**config.mk**
```make
export PLATFORM = sky130hd
export DESIGN_NAME = prio_event_encoder
export DESIGN_NICKNAME = d
export VERILOG_FILES = /design/src/rtl/prio_event_encoder_pkg.sv /design/src/rtl/prio_event_encoder_find.sv /design/src/rtl/prio_event_encoder.sv
export SDC_FILE = /design/constraint.sdc
export NUM_CORES = 1
export LEC_CHECK = 0
export CAP_MARGIN = 20
export CORE_MARGIN = 3
export CORE_UTILIZATION = 35
export DETAILED_ROUTE_END_ITERATION = 16
export GPL_ROUTABILITY_DRIVEN = 0
export PLACE_DENSITY_LB_ADDON = 0.08
export REMOVE_ABC_BUFFERS = 1
export SLEW_MARGIN = 10
export SYNTH_ARGS = -nofsm -noshare
export SYNTH_HDL_FRONTEND = slang
export SYNTH_SLANG_ARGS = --single-unit
```
**constraint.sdc**
```tcl
create_clock -name clk -period 1.89 [get_ports clk]
set_input_delay 0.567 -clock clk [delete_from_list [all_inputs] [get_ports clk]]
set_output_delay 0.567 -clock clk [all_outputs]
set_load 0.01 [all_outputs]
```
**src/rtl/prio_event_encoder_pkg.sv**
```systemverilog
// prio_pkg: shared types and constants for prio_event_encoder.
//   state_t     : presenter FSM state (IDLE, PRESENT), also exported on the
//                 encoder's debug port.
//   PRIO_N_MIN/ : legal range of the request-line count N.
//   PRIO_N_MAX
package prio_pkg;

  localparam int PRIO_N_MIN = 2;
  localparam int PRIO_N_MAX = 64;

  typedef enum logic {
    ST_IDLE    = 1'b0,
    ST_PRESENT = 1'b1
  } state_t;

endpackage

```
**src/rtl/prio_event_encoder_find.sv**
```systemverilog
// prio_find: combinational circular priority search.
// Scans cand starting at index 'start', moving downward and wrapping from
// 0 to N-1; reports the first set index found.
// Ports:
//   cand  [N]     candidate bits
//   start [IDX_W] first index examined (N-1 gives plain highest-index-wins)
//   idx   [IDX_W] winning index (0 when nothing found)
//   found         at least one candidate bit set
module prio_find #(
  parameter int N     = 8,
  parameter int IDX_W = $clog2(N)
) (
  input  logic [N-1:0]     cand,
  input  logic [IDX_W-1:0] start,
  output logic [IDX_W-1:0] idx,
  output logic             found
);

  int w_pos;

  always_comb begin
    idx   = '0;
    found = 1'b0;
    w_pos = 0;
    for (int i = 0; i < N; i++) begin
      // Offset i below start, modulo N (start is always < N).
      if (int'(start) >= i) w_pos = int'(start) - i;
      else                  w_pos = int'(start) + N - i;
      if (!found && cand[IDX_W'(w_pos)]) begin
        idx   = IDX_W'(w_pos);
        found = 1'b1;
      end
    end
  end

endmodule

```
**src/rtl/prio_event_encoder.sv**
```systemverilog
// prio_event_encoder: registered priority encoder with rising-edge capture.
// Rising edges on req are latched into a pending register; the winning
// unmasked pending index is presented on a valid/ready port and its pending
// bit is cleared when accepted.
//
// Handshake: out_idx is offered while out_valid is high and is held stable
// (independent of mask changes) until the cycle in which out_valid and
// out_ready are both high; that cycle is the accept. An accepted index is
// followed by one cycle with out_valid low before the next offer.
//
// Configuration macro: PRIO_ROTATE_EN
//   undefined : fixed priority, highest index wins.
//   defined   : rotating priority; search starts at a pointer that moves to
//               just below the most recently accepted index.
//
// Ports:
//   clk        clock, rising edge
//   rst        asynchronous active-high reset
//   req[N]     request lines, a 0->1 transition is an event
//   mask[N]    1 = excluded from selection (still captured as pending)
//   clr_all    synchronous clear of all pending state
//   out_idx    presented winner index
//   out_valid  out_idx is valid
//   out_ready  consumer accepts when out_valid && out_ready
//   pending[N] pending register
//   any_pend   OR of pending & ~mask
//   overflow   one-cycle pulse when an edge hits an already-pending bit
//   dbg_state  presenter FSM state
module prio_event_encoder
  import prio_pkg::*;
#(
  parameter  int N     = 8,
  localparam int IDX_W = $clog2(N)
) (
  input  logic             clk,
  input  logic             rst,
  input  logic [N-1:0]     req,
  input  logic [N-1:0]     mask,
  input  logic             clr_all,
  output logic [IDX_W-1:0] out_idx,
  output logic             out_valid,
  input  logic             out_ready,
  output logic [N-1:0]     pending,
  output logic             any_pend,
  output logic             overflow,
  output state_t           dbg_state
);

  if (N < PRIO_N_MIN || N > PRIO_N_MAX) begin : g_bad_n
    $error("prio_event_encoder: N must be within 2..64");
  end

  state_t           r_state;
  state_t           w_state_nxt;
  logic [N-1:0]     r_req_q;
  logic [N-1:0]     r_pending;
  logic [IDX_W-1:0] r_out_idx;
  logic             r_overflow;

  logic [N-1:0]     w_edge;
  logic [N-1:0]     w_cand;
  logic [N-1:0]     w_clr;
  logic             w_accept;
  logic             w_load;
  logic [IDX_W-1:0] w_start;
  logic [IDX_W-1:0] w_win_idx;
  logic             w_found;

  assign w_edge   = req & ~r_req_q;
  assign w_cand   = r_pending & ~mask;
  assign w_accept = (r_state == ST_PRESENT) && out_ready;
  assign w_clr    = w_accept ? ({{(N-1){1'b0}}, 1'b1} << r_out_idx) : '0;

`ifdef PRIO_ROTATE_EN
  logic [IDX_W-1:0] r_ptr;

  always_ff @(posedge clk or posedge rst) begin
    if (rst) begin
      r_ptr <= IDX_W'(N-1);
    end else if (clr_all) begin
      r_ptr <= IDX_W'(N-1);
    end else if (w_accept) begin
      // Next search begins just below the index just served, wrapping.
      r_ptr <= (r_out_idx == '0) ? IDX_W'(N-1) : r_out_idx - 1'b1;
    end
  end

  assign w_start = r_ptr;
`else
  assign w_start = IDX_W'(N-1);
`endif

  prio_find #(
    .N     (N),
    .IDX_W (IDX_W)
  ) u_find (
    .cand  (w_cand),
    .start (w_start),
    .idx   (w_win_idx),
    .found (w_found)
  );

  // FSM state register.
  always_ff @(posedge clk or posedge rst) begin
    if (rst) r_state <= ST_IDLE;
    else     r_state <= w_state_nxt;
  end

  // FSM next state; w_load captures the winner on IDLE -> PRESENT.
  always_comb begin
    w_state_nxt = r_state;
    w_load      = 1'b0;
    if (clr_all) begin
      w_state_nxt = ST_IDLE;
    end else begin
      case (r_state)
        ST_IDLE: begin
          if (w_found) begin
            w_load      = 1'b1;
            w_state_nxt = ST_PRESENT;
          end
        end
        ST_PRESENT: begin
          if (out_ready) w_state_nxt = ST_IDLE;
        end
        default: w_state_nxt = ST_IDLE;
      endcase
    end
  end

  // Datapath registers. req_q follows req even under clr_all so that a
  // line held high across the clear does not produce a fresh event later.
  always_ff @(posedge clk or posedge rst) begin
    if (rst) begin
      r_req_q    <= '0;
      r_pending  <= '0;
      r_out_idx  <= '0;
      r_overflow <= 1'b0;
    end else begin
      r_req_q <= req;
      if (clr_all) begin
        r_pending  <= '0;
        r_overflow <= 1'b0;
      end else begin
        // Set wins over clear on the same bit.
        r_pending  <= (r_pending & ~w_clr) | w_edge;
        r_overflow <= |(w_edge & r_pending & ~w_clr);
      end
      if (w_load) r_out_idx <= w_win_idx;
    end
  end

  assign out_idx   = r_out_idx;
  assign out_valid = (r_state == ST_PRESENT);
  assign pending   = r_pending;
  assign any_pend  = |w_cand;
  assign overflow  = r_overflow;
  assign dbg_state = r_state;

endmodule

```
### After elaboration in Yosys (flattened, before gate mapping)

Index checks and enable logic that the tools add are counted.

* output and inout bits: 15
* flip-flop bits (word level): 18

* muxes and demuxes: 6
* bitwise logic cells: 10
* reduce and logical (&&, ||, !) cells: 3

Operator list (number)
* bitwise AND 8 bit: 5
* inverter 8 bit: 2
* OR reduction 8 bit: 2
* two-way mux 8 bit: 1
* inverter 1 -> 8 bit: 1
* OR 8 bit: 1
* two-way mux 1 bit: 4
* case mux 1 bit (2 select lines): 1
* logical AND 1 bit: 1
* inverter 1 bit: 1

### Depth between registers and ports, before layout

Gate-level depths: netlist (run 1).

* depth after elaboration: 6
* gate-level depth with buffers: 3
* mapped depth without buffers: 3

### Modules after synthesis

Synthesis (run 1) repeated with hierarchy kept, for this count alone.

* cell total of the unflattened synthesis: 182
* area, all modules: 1811.7 um2

By module, submodules not included
* prio_find: cells an instance 98, instances 1, area each 907.1 um2
* prio_event_encoder: cells an instance 84, instances 1, area each 904.6 um2

### Worst setup path before layout (run 1)

Ideal clock, no wire load.

* path kind: in2out
* start point: in mask[5]
* end point: out any_pend
* arrival time: 1187 ps
* data required time: 1323 ps
* buffers on the path: 0
* setup slack: 136 ps
* cell stages on the path: 2
* cell sequence: o22ai_1 -> or4_1

* longest elaborated chain between the ends: 3

RTL lines
* start: declaration: line prio_event_encoder.sv:38 `input logic [N-1:0] mask,`
* inverter 8 bit: line prio_event_encoder.sv:70 `assign w_cand = r_pending & ~mask;`
* bitwise AND 8 bit: line prio_event_encoder.sv:70
* OR reduction 8 bit: line prio_event_encoder.sv:156 `assign any_pend = |w_cand;`
* end: declaration: line prio_event_encoder.sv:44 `output logic any_pend,`

Every way passes these cells.

### Final worst setup path (run 1)

Ends and elaborated chain as after synthesis.

==> flow_summary.toml, run 1 <==
[finish]
fin_util_pct = 68.9
final_cell_count_no_fill = 144
final-seq-area_um2 = 450
area_growth_syn_to_layout_pct = 74.4
num_antenna_cells = 0
nNetsFinal = 141
n_fill_cell = 155
drive_above_1_share_pct = 31.9
multi_input_comb_area_um2 = 244

[status]
failed_checks = "negative setup slack"
status = "finished, violations left"

[sta]
slew_violations = 0
fin_crit_sh_pct = 108
setup_viol = 1
rsz0062_at_grt = "yes"
skew_ps = 3.02
fin_ws_ps = -158
hold_viol_final = 0
period_needed_ps = 2050
fmax_ghz = 0.488

[routing]
vias_per_cell = 4.42
wl_per_cell_um = 12.6
vias = 637
dr.pass1.iters = 3
wirelength_um = 1820
drt_iter0_drc = 6
drc_errors = 0
drtAntennaViolNets = 0

[logic_synthesis]
yosysSeqAreaShare_pct = 62.0
synthSimpleGateAreaFrac_pct = 15.3
ys_ff_latch = 18
synth_xor_area_share_pct = 0
synth_cells = 65
synth-compound-area-share_pct = 12.9
yosys-mux-area-fraction_pct = 0
ys_warn_count = 0
avgSynthCellArea_um2 = 11.2
synth_fa_ha_area_share_pct = 0
synth_top_family_by_area = "simple AND/OR/NAND/NOR gates"
syn_area_um2 = 727
ys_types = 17

[placement]
dpl_worst_slack_ps = -795
dpl.cell_count = 131
io_buffers = 31
dp_hpwl_um = 1320

[worst_setup_path]
startpoint_type = "input pin"
cp_data_required_time_ps = 1320
crit_type = "in -> out"
crit_path_end_kind = "output port"
cp_max_fo = 1
worstPathArrival_ps = 1480

[global_routing]
grt_start_max_net_pins = 19
grt_pass1_vias = 671
grt_usage_pct = 15.5
grt_overflow = 0
antenna_found_initial = 0
grt_pass1_wl_um = 3040

[power_and_ir_drop]
finalPower_uw = 781
peakVddDrop_v = 0.000389
p_leak_uw = 0.000648
power.density_nw_per_um2 = 617

[die]
ioPinCount = 35
num_rows = 15
start_util_pct = 39.5
die-area_um2 = 2660
coreArea_um2 = 1840
die_y_um = 51.6
die-width_um = 51.6

[clock_network]
cts_made_buffers = 3
clock_latency_ps = 280
cts_tree = "done"
cts_hold_buffers = 0
clockRootBuffer = "clkbuf_4"
cts_max_path_buffers = 2
clock_sinks = 18
h-tree-depth = 1
cts.clk_slew.worst_paths_ps = 90

[job]
max_cap_viol_count = 0

[worst_hold_path]
hold_class = "reg -> reg"
[worst max-delay path, stage by stage]
cell             delay [ps]
clkdlybuf4s15_1         180
o22ai_2                  70
or4_1                   510
buf_2                   160
[registers in the layout (all words and copies together) (netlist names)]
name       cells
dbg_state      1
overflow       1
pending        8
r_req_q        8
[cell type report]
type,count,share of cell area (%)
Inverter,9,2.67
Tap cell,25,2.47
Multi-Input combinational cell,35,19.2
Sequential cell,18,35.5
Timing Repair Buffer,54,38.3
Clock buffer,3,1.78
[synth_stat cells]
cell type  count  area [um2]
nor3b_1        1        7.51
nand2b_1       8        50.1
clkbuf_1       1        3.75
dfrtp_1       18         450
buf_4          4        30.0
o2111a_1       1        11.3
inv_2          1        3.75
nand2_1        2        7.51
a21oi_1        8        40.0
a31oi_1        1        6.26
inv_1          8        30.0
or4_1          1        7.51
or3b_1         1        8.76
o22ai_1        4        25.0
nand3b_1       4        30.0
conb_1         1        3.75
o221a_2        1        11.3
[timing repair]
action | 4_1_cts | 5_1_grt
setup endpoints to repair | 1 | 7
resized for setup | 26 | 10
setup buffers | 11 | 2
pin swaps | 4 | 4
[per-layer routing]
metal | up-vias | track usage (%) | share of wire (%) | wire length (um)
met5 | - | 0 | 0 | 0
li1 | 320 | - | - | -
met4 | 0 | 5.24 | 0.88 | 16
met1 | 295 | 19.6 | 42 | 770
met2 | 20 | 26.3 | 51 | 931
met3 | 2 | 3.15 | 5.7 | 103
[through the flow]
| step | setup TNS, ps | hold slack [ps] | instance area, um2 |
|---|---|---|---|
| floorplan | 0 | 485 | 701 |
| global placement | -765 | 499 | 1140 |
| detailed placement | -795 | 508 | 1140 |
| CTS | -252 | 523 | 1250 |
| global route | -224 | 559 | 1270 |
| finish | -158 | 520 | 1270 |
[worst paths after layout]
check                           cells after the start          to        from  slack [ps]
worst max-delay path                                4    any_pend     mask[5]        -160
worst min-delay path                                2  pending[3]  r_req_q[3]         520
worst max register to register                     10    overflow  pending[7]         180
worst min register to register                      2  pending[3]  r_req_q[3]         520
max in group asynchronous                           3  pending[5]         rst        1120
min in group asynchronous                           3    overflow         rst         580
[power by group]
group | leakage, uW | internal [uW] | switching (uW)
combinational | 0.000409 | 113 | 71.7
clock | 0.0000138 | 73.8 | 106
sequential | 0.000225 | 407 | 10.2
total | 0.000648 | 594 | 188
[logic make-up (layout without fill, tap and decap cells)]
group                  after synthesis  after routing
and+or+nand+nor                     17             17
buffers and inverters               14             66
AOI/OAI and AO/OA                   15             15
other                                1              3
DFF                                 18             18
[cell usage in the layout, fill, tap and decap left out, drive strengths merged, types with 2 or more instances in the layout]
| cell | instances |
|---|---|
| inv | 9 |
| nand2b | 8 |
| dlymetal6s2s | 5 |
| dfrtp | 18 |
| clkdlybuf4s50 | 16 |
| dlygate4sd2 | 3 |
| conb | 3 |
| a21oi | 8 |
| clkbuf | 3 |
| buf | 25 |
| nand3b | 4 |
| clkdlybuf4s15 | 5 |
| o22ai | 4 |
| nand2 | 2 |
Note: power is estimated with default switching activity, not from simulation.
==> run 2, diff against run 1 <==
- CAP_MARGIN: 20 -> 10
==> results of run 2 <==
Same layout as run 1: the final DEF is identical, and so are final timing and power.
==> patch 1: new RTL, config.mk and constraints of run 2 <==
`N` is set to 8 in 2 places; all go to 16.
--- a/src/rtl/prio_event_encoder_find.sv
+++ b/src/rtl/prio_event_encoder_find.sv
@@ -7,7 +7,7 @@
 //   idx   [IDX_W] winning index (0 when nothing found)
 //   found         at least one candidate bit set
 module prio_find #(
-  parameter int N     = 8,
+  parameter int N     = 16,
   parameter int IDX_W = $clog2(N)
 ) (
   input  logic [N-1:0]     cand,
--- a/src/rtl/prio_event_encoder.sv
+++ b/src/rtl/prio_event_encoder.sv
@@ -29,7 +29,7 @@
 module prio_event_encoder
   import prio_pkg::*;
 #(
-  parameter  int N     = 8,
+  parameter  int N     = 16,
   localparam int IDX_W = $clog2(N)
 ) (
   input  logic             clk,
Ports: changed (resized mask, out_idx, pending and req); port bits go from 35 to 60. The function was not compared with the original's and may differ.
==> patch 1 against run 2 <==
  * The run still ends with setup timing left
  * Area after synthesis is 90% higher
  * Via count grew 81%
  * Combinational power is 64% higher
  * Power up 110%
  * Design area rose by 78%
  * Worst setup slack improved by 0.13 ns
  * Wire length is 75% higher
  * Sequential cell count up 16
  * Clock power increased to 3.0 times the old value
  * Sequential share of layout area is 2.1 points higher
  * Cell count grew 77%
  * Fmax up 6.6%
==> patch 1: results (changes against run 2) <==
status -> finished, violations left
failing checks -> setup timing
Hold Path End -> pending[10]$_DFF_PP0_
Filler Cell Count -> 323 (+110%)
clock skew -> 0.003226 ns (+0.0002076 ns)
Post-synth top cells -> dfrtp_1 (34), inv_1 (23), a21oi_1 (13), nor2_1 (12)
ratio of cells with drive above 1 in the final layout -> 21.26% (-11 points)
dpl cells -> 246 (+88%)
drt pass-1 iters -> 4 (+1)
number of I/O port buffers -> 55 (+77%)
#MultiIn Comb -> 66 (+89%)
drt wl/cell -> 12.53 µm (-0.95%)
Clock transition at path regs -> 0.07 ns (-0.02 ns)
P_leak -> 1.210 nW (+87%)
Non-clock buffer share -> 31.62% (-6.7 points)
Seq. cell area -> 850.8 µm² (+89%)
FF-to-FF Start -> pending[6]$_DFF_PP0_
Peak VDD IR -> 519.5 µV (+34%)
met3 WL -> 227 µm (+120%)
Critical-path top delay cell -> dlygate4sd2_1
DP Area -> 2105 µm² (+85%)
# clk buffers -> 7 (+4)
Unique masters post-synth -> 22 (+5)
clk cell area share -> 4.042% (+2.3 points)
Worst Setup SP -> mask[10]
sequential area share after synthesis -> 61.65% (-0.31 points)
GR Util met2 -> 23.84% (-2.4 points)
fin worst setup slack -> -0.03065 ns (+0.1277 ns)
inverter count -> 23 (+14)
CTS buffer count -> 5 (+2)
GR Util met3 -> 5.186% (+2.0 points)
WL final -> 3.194 mm (+75%)
final setup fails -> 1 (unchanged)
Hold Slack -> 0.5258 ns (+0.005572 ns)
vias in the first global route -> 1,127 (+68%)
fin nets -> 242 (+72%)
area grow syn2layout -> 63.74%
H-tree depth -> 2 (+1)
Worst path top cell family by delay -> buffers and inverters
==> patch 1: cell types whose count changed in the layout (fill, tap and decap cells not counted), moves of 6 or more <==
cell,change
nor2_1,+12
dfrtp_1,+16
inv_1,+17
clkdlybuf4s50_1,+11
clkbuf_8,+6
==> patch 1: power groups by stage <==
stage | Clock (W) | Sequential [W] | Combinational, W
2_1_floorplan | 0 | 0.000817 | 0.0000858
4_1_cts | 0.000553 | 0.000791 | 0.000314
5_1_grt | 0.000591 | 0.000795 | 0.000335
6_report | 0.000532 | 0.000791 | 0.000304
3_3_place_gp | 0 | 0.000800 | 0.000307
3_5_place_dp | 0 | 0.000801 | 0.000311
==> patch 1: kinds of logic (layout without fill, tap and decap cells) <==
| family | Yosys count | in the layout |
|---|---|---|
| DFF | 34 | 34 |
| and+or+nand+nor | 33 | 33 |
| buffers and inverters | 30 | 107 |
| AOI/OAI and AO/OA | 29 | 29 |
| other | 1 | 4 |
==> patch 2: new RTL, flow settings as in run 2 <==
Without the edit above. Register the output `dbg_state` once more, without a reset; this adds one clock of latency there. The other outputs are not delayed to match.
--- a/src/rtl/prio_event_encoder.sv
+++ b/src/rtl/prio_event_encoder.sv
@@ -155,7 +155,9 @@
   assign pending   = r_pending;
   assign any_pend  = |w_cand;
   assign overflow  = r_overflow;
-  assign dbg_state = r_state;
+  always_ff @(posedge clk) begin
+    dbg_state <= r_state;
+  end
 
 endmodule
 
Check against the original RTL: not equivalent (Yosys sat finds a counterexample within 4 cycles, from zero or initial values and one cycle with rst high).
==> patch 2 against run 2 <==
  * The flow still finishes with violations (setup timing)
  * Register-to-register slack improved by 0.65 ns
  * Cell count decreased by 2.8%
  * Wire length is 8.8% lower
  * Critical endpoint unchanged
  * Count of clock-buffer cells in the layout increased by 1
  * Critical path type unchanged
  * Clock power up 11%
  * Worst setup slack worse by 0.057 ns
  * Critical path depth unchanged
  * Design area decreased by 3.0%
  * Power rose by 3.4%
  * Sequential cell count up 1
  * Area after synthesis increased by 1.7%
  * Sequential power rose by 4.8%
==> patch 2: results (changes against run 2) <==
sequential area share after synthesis -> 63.62% (+1.7 points)
reg2reg setup slack -> 0.83 ns (+0.65 ns)
Peak VDD IR -> 476.6 µV (+23%)
fraction of registers with async set or reset after synthesis -> 94.74% (-5.3 points)
Worst Reg2Reg Path Length in Cells -> 3 (-7)
Initial DRC Count -> 5 (-1)
post-placement worst setup slack -> -0.8156 ns (-0.02013 ns)
TNS Setup -> -0.2152 ns (-0.05684 ns)
final setup fails -> 1 (unchanged)
post-detail-place hpwl -> 1.234 mm (-6.6%)
clock skew -> 0.001173 ns (-0.001845 ns)
ratio of cells with drive above 1 in the final layout -> 25.66% (-6.3 points)
vias in the first global route -> 592 (-12%)
failing checks -> setup timing
vias per inst -> 4.500 (+1.7%)
drt wl/cell -> 11.86 µm (-6.2%)
Filler Cell Count -> 172 (+11%)
CTS Root Cell -> clkbuf_4
Worst Setup SP -> mask[2]
fin worst setup slack -> -0.2152 ns (-0.05684 ns)
ranking of synthesized cells by area -> dfrtp_1 (61%), nand2b_1 (6.8%), a21oi_1 (5.4%)
drt pass-1 iters -> 3 (unchanged)
Vias -> 630 (-1.1%)
first-pass GRT wire length -> 2.628 mm (-14%)
largest net degree at the start of global routing -> 19 (unchanged)
Post-synth top cells -> dfrtp_1 (18), a21oi_1 (8), inv_1 (8), nand2b_1 (8)
P_leak -> 0.6221 nW (-4.0%)
Tightest Hold Check Type -> flop to flop
FF-to-FF Start -> r_req_q[0]$_DFF_PP0_
antenna violations before repair -> 0 (unchanged)
dpl cells -> 134 (+2.3%)
Unique masters post-synth -> 18 (+1)
status -> finished, violations left
GRT Util Overall -> 13.46% (-2.0 points)
==> patch 2: kinds of logic (layout without fill, tap and decap cells) <==
| family | after synthesis | after routing | share of synthesized area, % |
|---|---|---|---|
| AO/OA/AOI/OAI | 15 | 15 | 12.69 |
| buffers and inverters | 13 | 59 | 8.121 |
| flip-flops | 19 | 19 | 63.62 |
| other | 1 | 3 | 0.5071 |
| AND/OR/NAND/NOR | 17 | 17 | 15.06 |
==> patch 2: metal layers <==
layer	track usage (%)	part of all wire (%)	vias to the layer above
met3	2.865	5.6	2
li1	-	-	310
met5	0	0	-
met1	16.52	44	301
met4	6.550	1.1	0
met2	22.18	49	17
==> patch 2: worst min path at each step <==
stage / startpoint / endpoint / slack [ns] / cells past startpoint
final: out_valid$_DFF_PP0_ / dbg_state$_DFF_P_ / 0.41 / 0
after global routing: out_valid$_DFF_PP0_ / dbg_state$_DFF_P_ / 0.43 / 0
after CTS: out_valid$_DFF_PP0_ / dbg_state$_DFF_P_ / 0.41 / 0
after detailed placement: out_valid$_DFF_PP0_ / dbg_state$_DFF_P_ / 0.39 / 0
after global placement: out_valid$_DFF_PP0_ / dbg_state$_DFF_P_ / 0.39 / 0
after floorplan: out_valid$_DFF_PP0_ / dbg_state$_DFF_P_ / 0.44 / 0
==> patch 2: worst max-delay path: stages <==
cell and delay [ns]:
dlygate4sd2_1 0.21, o22ai_2 0.08, or4_4 0.54, buf_6 0.14
==> patch 2: stage by stage <==
stage	util (%)	cell area, µm²	total power [W]
6_report	62.06	1230	0.0008077
5_1_grt	62.06	1230	0.0008553
4_1_cts	60.23	1194	0.0008049
3_5_place_dp	58.65	1162	0.0006114
3_3_place_gp	58.65	1162	0.0006100
2_1_floorplan	-	720.7	0.0004951
==> patch 2: layout make-up <==
cell class | instances | area share, %
Multi-Input combinational cell | 35 | 19.43
Inverter | 9 | 2.747
Tap cell | 27 | 2.747
Clock buffer | 4 | 2.136
Sequential cell | 19 | 38.25
Timing Repair Buffer | 46 | 34.69
==> patch 2: what timing repair did <==
item,in CTS,in global routing
buffers inserted,1,1
endpoints found under the setup margin,1,6
pin swaps,3,2
gates resized for setup,19,9
==> patch 2: power breakdown <==
group / internal (W) / switching (W) / leakage (nW)
clock network: 0.0000819 / 0.000117 / 0.0150
registers: 0.000428 / 0.00000979 / 0.233
logic: 0.000105 / 0.0000669 / 0.374
